**config.mk**
```make
export PLATFORM = sky130hd
export DESIGN_NAME = booth_r16_digit_seq_flat
export DESIGN_NICKNAME = d
export VERILOG_FILES = /design/src/rtl/mul_pkg.sv /design/src/rtl/booth_r16_digit_seq_if.sv /design/src/rtl/booth_r16_recoder.sv /design/src/rtl/booth_r16_digit_seq.sv /design/src/flat_wrapper.sv
export SDC_FILE = /design/constraint.sdc
export NUM_CORES = 1
export LEC_CHECK = 0
export CORE_ASPECT_RATIO = 0.6
export CORE_MARGIN = 4
export CORE_UTILIZATION = 45
export DETAILED_ROUTE_END_ITERATION = 7
export GPL_ROUTABILITY_DRIVEN = 0
export GPL_TIMING_DRIVEN = 1
export PLACE_DENSITY_LB_ADDON = 0.12
export SYNTH_ARGS = -nofsm -noshare
export SYNTH_HDL_FRONTEND = slang
export SYNTH_SLANG_ARGS = --single-unit
```
**constraint.sdc**
```tcl
create_clock -name clk -period 2.7 [get_ports clk]
set_clock_uncertainty 0.2 [all_clocks]
set_input_delay 0.81 -clock clk [delete_from_list [all_inputs] [get_ports clk]]
set_output_delay 0.81 -clock clk [all_outputs]
set_load 0.005 [all_outputs]
```
**src/rtl/mul_pkg.sv**
```systemverilog
// Shared multiplier definitions: operand width, Booth digit encoding and
// sequencer state encoding.
package mul_pkg;
    localparam int WIDTH     = 8;
    localparam int NDIG_S    = WIDTH / 4;
    localparam int NDIG_U    = WIDTH / 4 + 1;
    localparam int DIG_IDX_W = $clog2(NDIG_U);
    localparam int WIN_W     = WIDTH + 5;

    typedef struct packed {
        logic       neg;
        logic       zero;
        logic [3:0] mag;
    } booth_digit_t;

    typedef enum logic [1:0] {
        S_IDLE = 2'd0,
        S_LOAD = 2'd1,
        S_RUN  = 2'd2,
        S_DONE = 2'd3
    } seq_state_e;
endpackage

```
**src/rtl/booth_r16_digit_seq_if.sv**
```systemverilog
// Request / digit-stream bundle between the multiply controller and its user.
interface booth_r16_digit_seq_if;
    import mul_pkg::*;

    logic                 start;
    logic [WIDTH-1:0]     multiplier;
    logic                 is_signed;
    logic                 flush;
    logic                 ready;
    logic                 acc_load;
    logic                 digit_valid;
    logic                 digit_neg;
    logic [3:0]           digit_mag;
    logic                 digit_zero;
    logic [DIG_IDX_W-1:0] digit_idx;
    logic                 digit_last;
    logic                 done;

    modport master (
        output start, multiplier, is_signed, flush,
        input  ready, acc_load, digit_valid, digit_neg, digit_mag,
               digit_zero, digit_idx, digit_last, done
    );

    modport slave (
        input  start, multiplier, is_signed, flush,
        output ready, acc_load, digit_valid, digit_neg, digit_mag,
               digit_zero, digit_idx, digit_last, done
    );
endinterface

```
**src/rtl/booth_r16_recoder.sv**
```systemverilog
// Combinational radix-16 Booth recoder: 5-bit window {y[4i+3:4i], y[4i-1]}
// to a sign/magnitude digit in [-8, +8].
module booth_r16_recoder
    import mul_pkg::*;
(
    input  logic [4:0]   win,
    output booth_digit_t digit
);
    logic signed [4:0] val;
    logic signed [4:0] abs_val;

    always_comb begin
        // -8*w4 + 4*w3 + 2*w2 is twice the signed 3-bit value {w4,w3,w2}
        val = $signed({win[4], win[4], win[3], win[2], 1'b0})
            + $signed({4'b0000, win[1]})
            + $signed({4'b0000, win[0]});
        abs_val    = (val < 0) ? -val : val;
        digit.neg  = (val < 0);
        digit.zero = (val == 5'sd0);
        digit.mag  = abs_val[3:0];
    end
endmodule

```
**src/rtl/booth_r16_digit_seq.sv**
```systemverilog
// Sequential radix-16 Booth digit generator and accumulator controller:
// clears the accumulator, then streams one digit per cycle, LSD first.
module booth_r16_digit_seq
    import mul_pkg::*;
(
    input  logic                  clk,
    input  logic                  rst_n,
    booth_r16_digit_seq_if.slave  bus
);
    localparam logic [1:0] ST_IDLE = 2'(S_IDLE);
    localparam logic [1:0] ST_LOAD = 2'(S_LOAD);
    localparam logic [1:0] ST_RUN  = 2'(S_RUN);
    localparam logic [1:0] ST_DONE = 2'(S_DONE);

    logic [1:0]           state;
    logic [WIN_W-1:0]     win;
    logic                 sgn;
    logic [DIG_IDX_W-1:0] idx;
    logic [DIG_IDX_W-1:0] last_idx;
    logic                 run;
    logic                 last;
    booth_digit_t         digit;

    assign last_idx = sgn ? DIG_IDX_W'(NDIG_S - 1) : DIG_IDX_W'(NDIG_U - 1);
    assign run      = (state == ST_RUN);
    assign last     = run && (idx == last_idx);

    always_ff @(posedge clk or negedge rst_n) begin
        if (!rst_n) begin
            state <= ST_IDLE;
            win   <= '0;
            sgn   <= 1'b0;
            idx   <= '0;
        end else if (bus.flush) begin
            state <= ST_IDLE;
        end else begin
            case (state)
                ST_IDLE: if (bus.start) begin
                    // Four sign copies above the operand, y[-1]=0 below it
                    win   <= {{4{bus.is_signed & bus.multiplier[WIDTH-1]}},
                              bus.multiplier, 1'b0};
                    sgn   <= bus.is_signed;
                    idx   <= '0;
                    state <= ST_LOAD;
                end
                ST_LOAD: state <= ST_RUN;
                ST_RUN: begin
                    win <= {{4{sgn & win[WIN_W-1]}}, win[WIN_W-1:4]};
                    idx <= idx + 1'b1;
                    if (last) state <= ST_DONE;
                end
                default: state <= ST_IDLE;
            endcase
        end
    end

    booth_r16_recoder u_recoder (
        .win   (win[4:0]),
        .digit (digit)
    );

    assign bus.ready       = (state == ST_IDLE);
    assign bus.acc_load    = (state == ST_LOAD);
    assign bus.done        = (state == ST_DONE);
    assign bus.digit_valid = run;
    assign bus.digit_neg   = run & digit.neg;
    assign bus.digit_zero  = run & digit.zero;
    assign bus.digit_mag   = run ? digit.mag : 4'd0;
    assign bus.digit_idx   = run ? idx : '0;
    assign bus.digit_last  = last;
endmodule

```
**src/flat_wrapper.sv**
```systemverilog
// flat-port wrapper written by rule: the top's interface ports become plain ports
module booth_r16_digit_seq_flat import mul_pkg::*;
  (clk, rst_n, bus_start, bus_multiplier, bus_is_signed, bus_flush, bus_ready, bus_acc_load, bus_digit_valid, bus_digit_neg, bus_digit_mag, bus_digit_zero, bus_digit_idx, bus_digit_last, bus_done);
  booth_r16_digit_seq_if bus_i ();
  input  logic clk;
  input  logic rst_n;
  input wire logic [$bits(bus_i.start)-1:0] bus_start;
  input wire logic [$bits(bus_i.multiplier)-1:0] bus_multiplier;
  input wire logic [$bits(bus_i.is_signed)-1:0] bus_is_signed;
  input wire logic [$bits(bus_i.flush)-1:0] bus_flush;
  output wire logic [$bits(bus_i.ready)-1:0] bus_ready;
  output wire logic [$bits(bus_i.acc_load)-1:0] bus_acc_load;
  output wire logic [$bits(bus_i.digit_valid)-1:0] bus_digit_valid;
  output wire logic [$bits(bus_i.digit_neg)-1:0] bus_digit_neg;
  output wire logic [$bits(bus_i.digit_mag)-1:0] bus_digit_mag;
  output wire logic [$bits(bus_i.digit_zero)-1:0] bus_digit_zero;
  output wire logic [$bits(bus_i.digit_idx)-1:0] bus_digit_idx;
  output wire logic [$bits(bus_i.digit_last)-1:0] bus_digit_last;
  output wire logic [$bits(bus_i.done)-1:0] bus_done;
  assign bus_i.start = bus_start;
  assign bus_i.multiplier = bus_multiplier;
  assign bus_i.is_signed = bus_is_signed;
  assign bus_i.flush = bus_flush;
  assign bus_ready = bus_i.ready;
  assign bus_acc_load = bus_i.acc_load;
  assign bus_digit_valid = bus_i.digit_valid;
  assign bus_digit_neg = bus_i.digit_neg;
  assign bus_digit_mag = bus_i.digit_mag;
  assign bus_digit_zero = bus_i.digit_zero;
  assign bus_digit_idx = bus_i.digit_idx;
  assign bus_digit_last = bus_i.digit_last;
  assign bus_done = bus_i.done;
  booth_r16_digit_seq u_core (.clk(clk), .rst_n(rst_n), .bus(bus_i));
endmodule
```
### Word-level counts from Yosys, hierarchy flattened

Cells that the tools add are included.

| storage, ports and cells | value |
|---|---|
| output and inout bits | 13 |
| bits of input ports | 13 |
| word-level logic and storage cells | 40 |
| register bits | 18 |

| cells by class | value |
|---|---|
| reductions and logical operators | 7 |
| muxes and demuxes | 12 |
| equal/unequal tests | 7 |
| magnitude comparators | 1 |
| $add $sub $neg | 4 |
| bitwise operators | 5 |

Operators with widths:

| operator | number |
|---|---|
| 13-bit one-hot mux with 2 select lines | 1 |
| 13-bit 2-to-1 mux | 1 |
| 2-bit 2-to-1 mux | 6 |
| 4-bit 2-to-1 mux | 2 |
| 3-bit != test, second input constant | 2 |
| 2-bit one-hot mux with 3 select lines | 1 |
| 3-bit AND reduction | 2 |
| 4-bit by 2-bit adder with 5-bit output | 1 |
| 5-bit by 2-bit adder with 5-bit output | 1 |
| 5-bit logical NOT | 1 |
| 5-bit by 1-bit < comparator with 1-bit output, second input constant | 1 |
| 1-bit AND | 4 |
| 2-bit == test, second input constant | 2 |
| 4-bit negator | 1 |
| 2-bit one-hot mux with 2 select lines | 1 |
| 2-bit by 1-bit adder with 2-bit output, second input constant | 1 |
| 2-bit by 1-bit == test with 1-bit output, second input constant | 1 |
| 2-bit == test | 1 |
| 2-bit logical NOT | 1 |
| 2-bit != test, second input constant | 1 |
| 2-bit AND reduction | 1 |
| 2-bit nonzero test | 1 |
| 1-bit logical AND | 1 |
| 1-bit inverter | 1 |

### Logic depth before layout (Yosys ltp)

Gate-level depths: netlist of run 1.

| depth | value |
|---|---|
| depth after elaboration | 6 |
| depth in mapped cells | 8 |
| gate-level depth less buffers | 8 |

### Modules after synthesis

A second synthesis of run 1 with hierarchy kept.

| unflattened totals | value |
|---|---|
| cells, all modules | 115 |
| area total of the unflattened synthesis | 1084.8 µm² |

Modules (own cells, without submodules):

| module | cells each | area an instance (µm²) | sequential area each (µm²) | times used |
|---|---|---|---|---|
| booth_r16_digit_seq | 91 | 900.9 | 375.4 | 1 |
| booth_r16_recoder | 24 | 183.9 | 0.0 | 1 |

### Worst setup path before layout of run 1

No wires, ideal clock.

| timing | value |
|---|---|
| path kind | register -> output |
| start point | register u_core.win[0] |
| end point | output bus_digit_mag[2] |
| data arrival time | 1607 ps |
| cell stages (with the launch flop) | 9 |
| data required time | 1690 ps |
| buffers on the path | 0 |
| path slack | 83 ps |
| cells stage by stage | dfrtp_1 -> ha_1 -> ha_1 -> inv_1 -> ha_1 -> nor2b_1 -> xnor2_1 -> nand2b_1 -> and3_1 |

| between the ends | value |
|---|---|
| longest elaborated chain between the ends | 4 |
| elaborated cells between the ends (all ways) | 5 |
| classes of those cells | add/sub: 2; order compare: 1; mux: 2 |

Ends and longest elaborated chain:

| item | line | text |
|---|---|---|
| from (decl) | booth_r16_digit_seq.sv:16 | `logic [WIN_W-1:0] win;` |
| from (signal assigned) | booth_r16_digit_seq.sv:40 | `win <= {{4{bus.is_signed & bus.multiplier[WIDTH-1]}},` |
| from (signal assigned) | booth_r16_digit_seq.sv:48 | `win <= {{4{sgn & win[WIN_W-1]}}, win[WIN_W-1:4]};` |
| 5-bit by 2-bit adder with 5-bit output (*) | booth_r16_recoder.sv:16 | `+ $signed({4'b0000, win[0]});` |
| 4-bit negator / 5-bit by 1-bit < comparator with 1-bit output (equally long branches) | booth_r16_recoder.sv:17 | `abs_val = (val < 0) ? -val : val;` |
| 4-bit 2-to-1 mux (*) | booth_r16_recoder.sv:17 |  |
| 4-bit 2-to-1 mux (*) | booth_r16_digit_seq.sv:68 | `assign bus.digit_mag = run ? digit.mag : 4'd0;` |
| to (decl) | flat_wrapper.sv:15 | `output wire logic [$bits(bus_i.digit_mag)-1:0] bus_digit_mag;` |

Every way passes the cells marked *; elsewhere a longest branch is shown, timed or not.

### Final worst setup path of run 1

| timing | value |
|---|---|
| start point | register u_core.win[1] |
| end point | output bus_digit_mag[2] |

| between the ends | value |
|---|---|
| longest elaborated chain between the ends | 5 |
| elaborated cells between the ends (all ways) | 6 |
| classes of those cells | add/sub: 3; order compare: 1; mux: 2 |

Ends and longest elaborated chain:

| item | line | text |
|---|---|---|
| 4-bit by 2-bit adder with 5-bit output (*) | booth_r16_recoder.sv:15 | `+ $signed({4'b0000, win[1]})` |
| 5-bit by 2-bit adder with 5-bit output (*) | booth_r16_recoder.sv:16 |  |
| 4-bit negator / 5-bit by 1-bit < comparator with 1-bit output (equally long branches) | booth_r16_recoder.sv:17 |  |
| 4-bit 2-to-1 mux (*) | booth_r16_recoder.sv:17 |  |
| 4-bit 2-to-1 mux (*) | booth_r16_digit_seq.sv:68 |  |

Marks and branches as above.

==> results.toml, run 1 <==
[drt]
routedWlPerCell_um = 15.44
drt_first_pass_iters = 4
wl_um = 2702
drc = 0
drt_iter0_markers = 90
vias = 923
drt.antenna.violating_nets = 0
vias_per_cell = 5.274

[cells_and_area]
multiInputGateArea_sq_um = 703.2
drive_gt1_share_pct = 28.57
num-fill-cells = 146
final_util_pct = 76.77
final_common_cell = "clkdlybuf4s50_1"
finalNetCount = 168
final_cell_mix = "clkdlybuf4s50_1 (19), dfrtp_1 (14), a21oi_1 (13), buf_4 (13), nor2_1 (12)"
diodes = 0
syn_to_final_growth_pct = 49.94
layout.cells.non_filler = 175
design_area_sq_um = 1521
register_area_sq_um = 376.6

[sta]
tightest_slew_ns = 0.4008
period_share_pct = 106.7
finalSetupViolations = 3
fin_setup_tns_ns = -0.3463
timing.hold.ws_ns = 0.3403
drv_slew = 0
timing.fmax_mhz = 347.0
rsz0062_at_grt = "yes"
slew_headroom_pct = 73.22
hold_viol = 0
setup_ws_ns = -0.1819
period_minus_slack_ns = 2.882

[power]
net-switching-power_mw = 0.7243
internal-power_mw = 1.019
seqPwrFrac_pct = 26.3
ir_drop_mv = 0.6996
power_switching_share_pct = 41.54
p_clk_share_pct = 11.0
p_leak_nw = 0.6651
powerDensity_nw_per_um2 = 1146
power_frac_comb_pct = 62.7
power_mw = 1.744

[placement]
dp_cells = 165
dp_hpwl_um = 1809
pre_cts_ws_ns = -0.4417
place_area_sq_um = 1324
portBuffers = 25

[worst_setup_path]
critPathLaunchType = "flip-flop"
worstSetupEndpointType = "output port"
crit_arrival_ns = 1.87
worstPathRequired_ns = 1.69
crit_fanout = 2
worstSetupPathType = "reg2out"

[logic_synthesis]
synth_warnings = 0
synth-edff-count = 0
synth_ff_type = "dfrtp_1"
synth_cell_type_count = 28
synth_nets = 129
netlist_instances = 109
synth_largest_area_cell = "dfrtp_1"
ys_seq_area_share_pct = 36.99
syn_area_sq_um = 1015
yosysTopAreaCellShare_pct = 36.99
ys_top_cells_by_area = "dfrtp_1 (37%), mux2i_1 (8.9%), ha_1 (8.6%)"
synth-seq-cells = 15
postSynthAreaPerCell_sq_um = 9.309
synthArstFlopShare_pct = 100.0

[grt]
grt_overflow = 0
grt_max_degree = 19
grt_pass1_vias = 862
grt_usage_pct = 17.22
grt_pass1_wl_um = 4174
antenna_found_initial = 0

[min_path]
hp-class = "reg2reg"

[run_status]
violations = "setup timing"
status = "complete, but fails checks"

[floorplan]
dieHeight_um = 44.78
ios = 26
start_util_pct = 51.20
coreArea_sq_um = 1982
die_w_um = 69.31
die_area_sq_um = 3103
rows = 12

[job]
cap_violations = 0

[clock_network]
clkTransAtPathRegs_ns = 0.07
root_buffer = "clkbuf_8"
h-tree-depth = 1
cts.sinks = 15
cts_made_buffers = 3
ctsLongestPathBuffers = 2
insertion_delay_ns = 0.25
cts_tree = "yes"
[critical path, cell delays in order, from the launching register on]
cell	delay, ns
dfrtp_1	0.41
ha_4	0.18
ha_4	0.27
inv_4	0.04
ha_4	0.16
nor2b_4	0.13
xnor2_2	0.11
nand2b_1	0.06
and3_1	0.14
buf_2	0.12
[final timing paths]
| check | startpoint | end | slack [ns] | cells after the start |
|---|---|---|---|---|
| max | u_core.win[1] | bus_digit_mag[2] | -0.18 | 9 |
| min | u_core.win[5] | u_core.win[5] | 0.34 | 2 |
| max reg2reg | u_core.state[1] | u_core.state[1] | 0.68 | 7 |
| min reg2reg | u_core.win[5] | u_core.win[5] | 0.34 | 2 |
| max in group asynchronous | rst_n | u_core.idx[0] | 1.42 | 2 |
| min in group asynchronous | rst_n | u_core.win[6] | 0.68 | 2 |
[sequential cells by signal (all words and copies together), names as in the netlist]
register,cells
u_core.idx,2
u_core.sgn,1
u_core.state,2
u_core.win,10
[cells by family (layout without fill, tap and decap cells)]
family,count (synthesis),after routing,share of synthesized area (%)
compound gates,26,26,16.52
buf+inv,9,47,5.055
fa+ha+maj,7,7,8.631
flops,15,15,36.99
simple gates,40,40,21.08
xor+xnor,2,2,1.727
mux,10,10,9.988
[synth_stat cells (3+ instances only)]
cell type	n
dfrtp_1	15
a21oi_1	13
nor2_1	12
mux2i_1	9
nand2_1	8
ha_1	7
o21ai_0	6
and2_1	5
inv_1	4
nor2b_1	4
nand2b_1	3
[timing repair]
action / 4_1_cts / 5_1_grt
gates resized for setup: 29 / 14
pin swaps: 6 / 7
setup endpoints to repair: 10 / 8
gates cloned: 0 / 0
hold buffers: 0 / 0
buffers inserted: 1 / 5
[routing by layer]
layer	part of all wire (%)	up-vias	track usage, %
met5	0	-	0
met4	0	0	2.335
met3	7.9	0	5.333
met2	47	40	30.30
met1	45	427	21.76
li1	-	456	-
[power groups by stage]
stage	Sequential [mW]	Combinational, mW	Clock, mW
6_report	0.458	1.09	0.192
5_1_grt	0.471	1.19	0.208
4_1_cts	0.438	0.950	0.198
3_5_place_dp	0.428	0.798	0
3_3_place_gp	0.418	0.762	0
2_1_floorplan	0.394	0.553	0
[final cells by class]
type / instances / area share [%]
multi-input cells: 85 / 46.22
flip-flops and latches: 15 / 24.75
repair buffers: 39 / 22.37
clock buffers: 3 / 2.714
well taps: 28 / 2.303
inverters: 4 / 1.151
clock inverters: 1 / 0.4934
No activity file was read; power rests on OpenSTA's default activity.
==> inputs of run 2 (changes only) <==
Settings changed: SYNTH_HIERARCHICAL from default to 1.
==> results.toml, run 2 <==
[worst_setup_path]
crit_fanout = 3
crit_cells = 8
critical_path_buf_inv_count = 2
worstSetupEndpointType = "output port"
critPathLaunchType = "flip-flop"
crit_chain = "ha_4 > ha_4 > inv_4 > ha_4 > nor4b_4 > a41o_1 > and2_1 > buf_2"
crit_arrival_ns = 1.90
ff2ff_path_depth = 8
path_common_cell = "ha_4"
worstSetupPathType = "reg2out"
crit_slowest_cell = "dfrtp_1"
worstPathRequired_ns = 1.69
critical-path-top-delay-family = "adder cells"
cpPeakStageDelay_ns = 0.41

[power]
power_mw = 1.677
ir_drop_mv = 0.4542
p_leak_nw = 0.8022
powerDensity_nw_per_um2 = 1007

[cells_and_area]
design_area_sq_um = 1665
final_util_pct = 74.73
final_common_cell = "buf_4"
drive_gt1_share_pct = 34.15
num-fill-cells = 150
largest_reg_flops = 10
syn_to_final_growth_pct = 53.52
largestRegisters = "u_core/win x10, u_core/idx x2, u_core/state x2"
finalNetCount = 186
regMostFlops = "u_core/win"
register_area_sq_um = 375.4
diodes = 0
layout.cells.non_filler = 194
final_cell_mix = "buf_4 (26), clkdlybuf4s50_1 (16), dfrtp_1 (15)"
multiInputGateArea_sq_um = 730.7

[logic_synthesis]
synth_cell_type_count = 40
yosysTopAreaCellShare_pct = 34.60
postSynthAreaPerCell_sq_um = 9.433
synth_nets = 136
synth-edff-count = 0
yosysMostFrequentCell = "dfrtp_1"
ys_seq_area_share_pct = 34.60
synth_common_cells = "dfrtp_1 (15), inv_1 (11), o21ai_0 (11)"
synthArstFlopShare_pct = 100.0
netlist_instances = 115
synth-seq-cells = 15
syn_area_sq_um = 1085
synth_warnings = 6
synth_ff_type = "dfrtp_1"
ys_top_cells_by_area = "dfrtp_1 (35%), ha_1 (9.2%), mux2_2 (6.2%)"
synth_largest_area_cell = "dfrtp_1"

[floorplan]
rows = 13
ios = 26
die_area_sq_um = 3286
coreArea_sq_um = 2228
start_util_pct = 48.68
dieHeight_um = 46.03
die_w_um = 71.39

[drt]
drt_iter0_markers = 68
drt_first_pass_iters = 4
routedWlPerCell_um = 15.57
drc = 0
wl_um = 3020
drt.antenna.violating_nets = 0
vias_per_cell = 5.206
vias = 1010

[sta]
timing.fmax_mhz = 343.7
period_minus_slack_ns = 2.909
drv_slew = 0
finalSetupViolations = 4
hold_viol = 0
rsz0062_at_grt = "yes"
slew_headroom_pct = 52.72
fin_setup_tns_ns = -0.5253
tightest_slew_ns = 0.7070
period_share_pct = 107.8
setup_ws_ns = -0.2093

[clock_network]
clkTransAtPathRegs_ns = 0.07
cts-hold-fix-buffers = 0
ctsLongestPathBuffers = 2
cts_made_buffers = 3
root_buffer = "clkbuf_8"
cts_tree = "yes"
insertion_delay_ns = 0.26
cts.sinks = 15
h-tree-depth = 1

[placement]
portBuffers = 25
dp_cells = 181
dp_hpwl_um = 2144
place_area_sq_um = 1468

[grt]
grt_overflow = 0
grt_pass1_wl_um = 4733
grt_usage_pct = 19.39
antenna_found_initial = 0
grt_max_degree = 16
grt_pass1_vias = 981

[run_status]
status = "complete, but fails checks"
violations = "setup timing"

[min_path]
hold_path_depth = 1
hp-class = "reg2reg"

[job]
cap_violations = 0
## run 2: cell families (layout without fill, tap and decap cells)
kind of cell | after synthesis | count (layout) | synth area share [%]
XOR/XNOR | 2 | 2 | 1.615
AND/OR/NAND/NOR | 32 | 32 | 18.80
flip-flops | 15 | 15 | 34.60
adder cells (fa/ha/maj) | 8 | 8 | 9.228
multiplexers | 12 | 12 | 12.11
AO/OA/AOI/OAI | 29 | 29 | 16.84
buffers and inverters | 17 | 66 | 6.805
## run 2: what timing repair did
| action | CTS | global route |
|---|---|---|
| buffers inserted | 4 | 5 |
| endpoints found under the setup margin | 9 | 9 |
| gates resized for setup | 33 | 7 |
| pin swaps | 11 | 5 |
| cloned | 0 | 0 |
## run 2: routing by layer
metal  up-vias  part of all wire, %  track usage [%]
met1       474                   49            25.87
met2        26                   45            30.84
met5         -                    0                0
met4         0                 0.93            6.742
li1        505                    -                -
met3         5                  5.0            5.066
## run 2: report_power, final
group          switching [mW]  internal (mW)
registers               0.121          0.330
clock network          0.0875          0.102
logic                   0.442          0.594
total                   0.650           1.03
## run 2: path summary, 6_finish.rpt
check                                      from        endpoint  slack (ns)
worst max-delay path              u_core/win[0]  bus_digit_zero       -0.21
worst min-delay path              u_core/win[6]   u_core/win[6]        0.32
worst max register to register  u_core/state[1]   u_core/idx[1]        0.57
worst min register to register    u_core/win[6]   u_core/win[6]        0.32
max in group asynchronous                 rst_n   u_core/idx[1]        1.07
min in group asynchronous                 rst_n   u_core/idx[0]        0.78
## run 2: metrics by stage
| step | setup slack [ns] | hold WS (ns) |
|---|---|---|
| after floorplan | 0.1094 | 0.2805 |
| after global placement | -0.3809 | 0.2908 |
| after detailed placement | -0.4497 | 0.3044 |
| after CTS | -0.1895 | 0.3198 |
| after global routing | -0.2612 | 0.3341 |
| final | -0.2093 | 0.3206 |
## run 2: layout make-up
cell class / count / share of cell area, %
Tap cell: 30 / 2.254
Clock inverter: 1 / 0.3005
Timing Repair Buffer: 51 / 25.92
Inverter: 11 / 2.630
Multi-Input combinational cell: 83 / 43.88
Clock buffer: 3 / 2.479
Sequential cell: 15 / 22.54
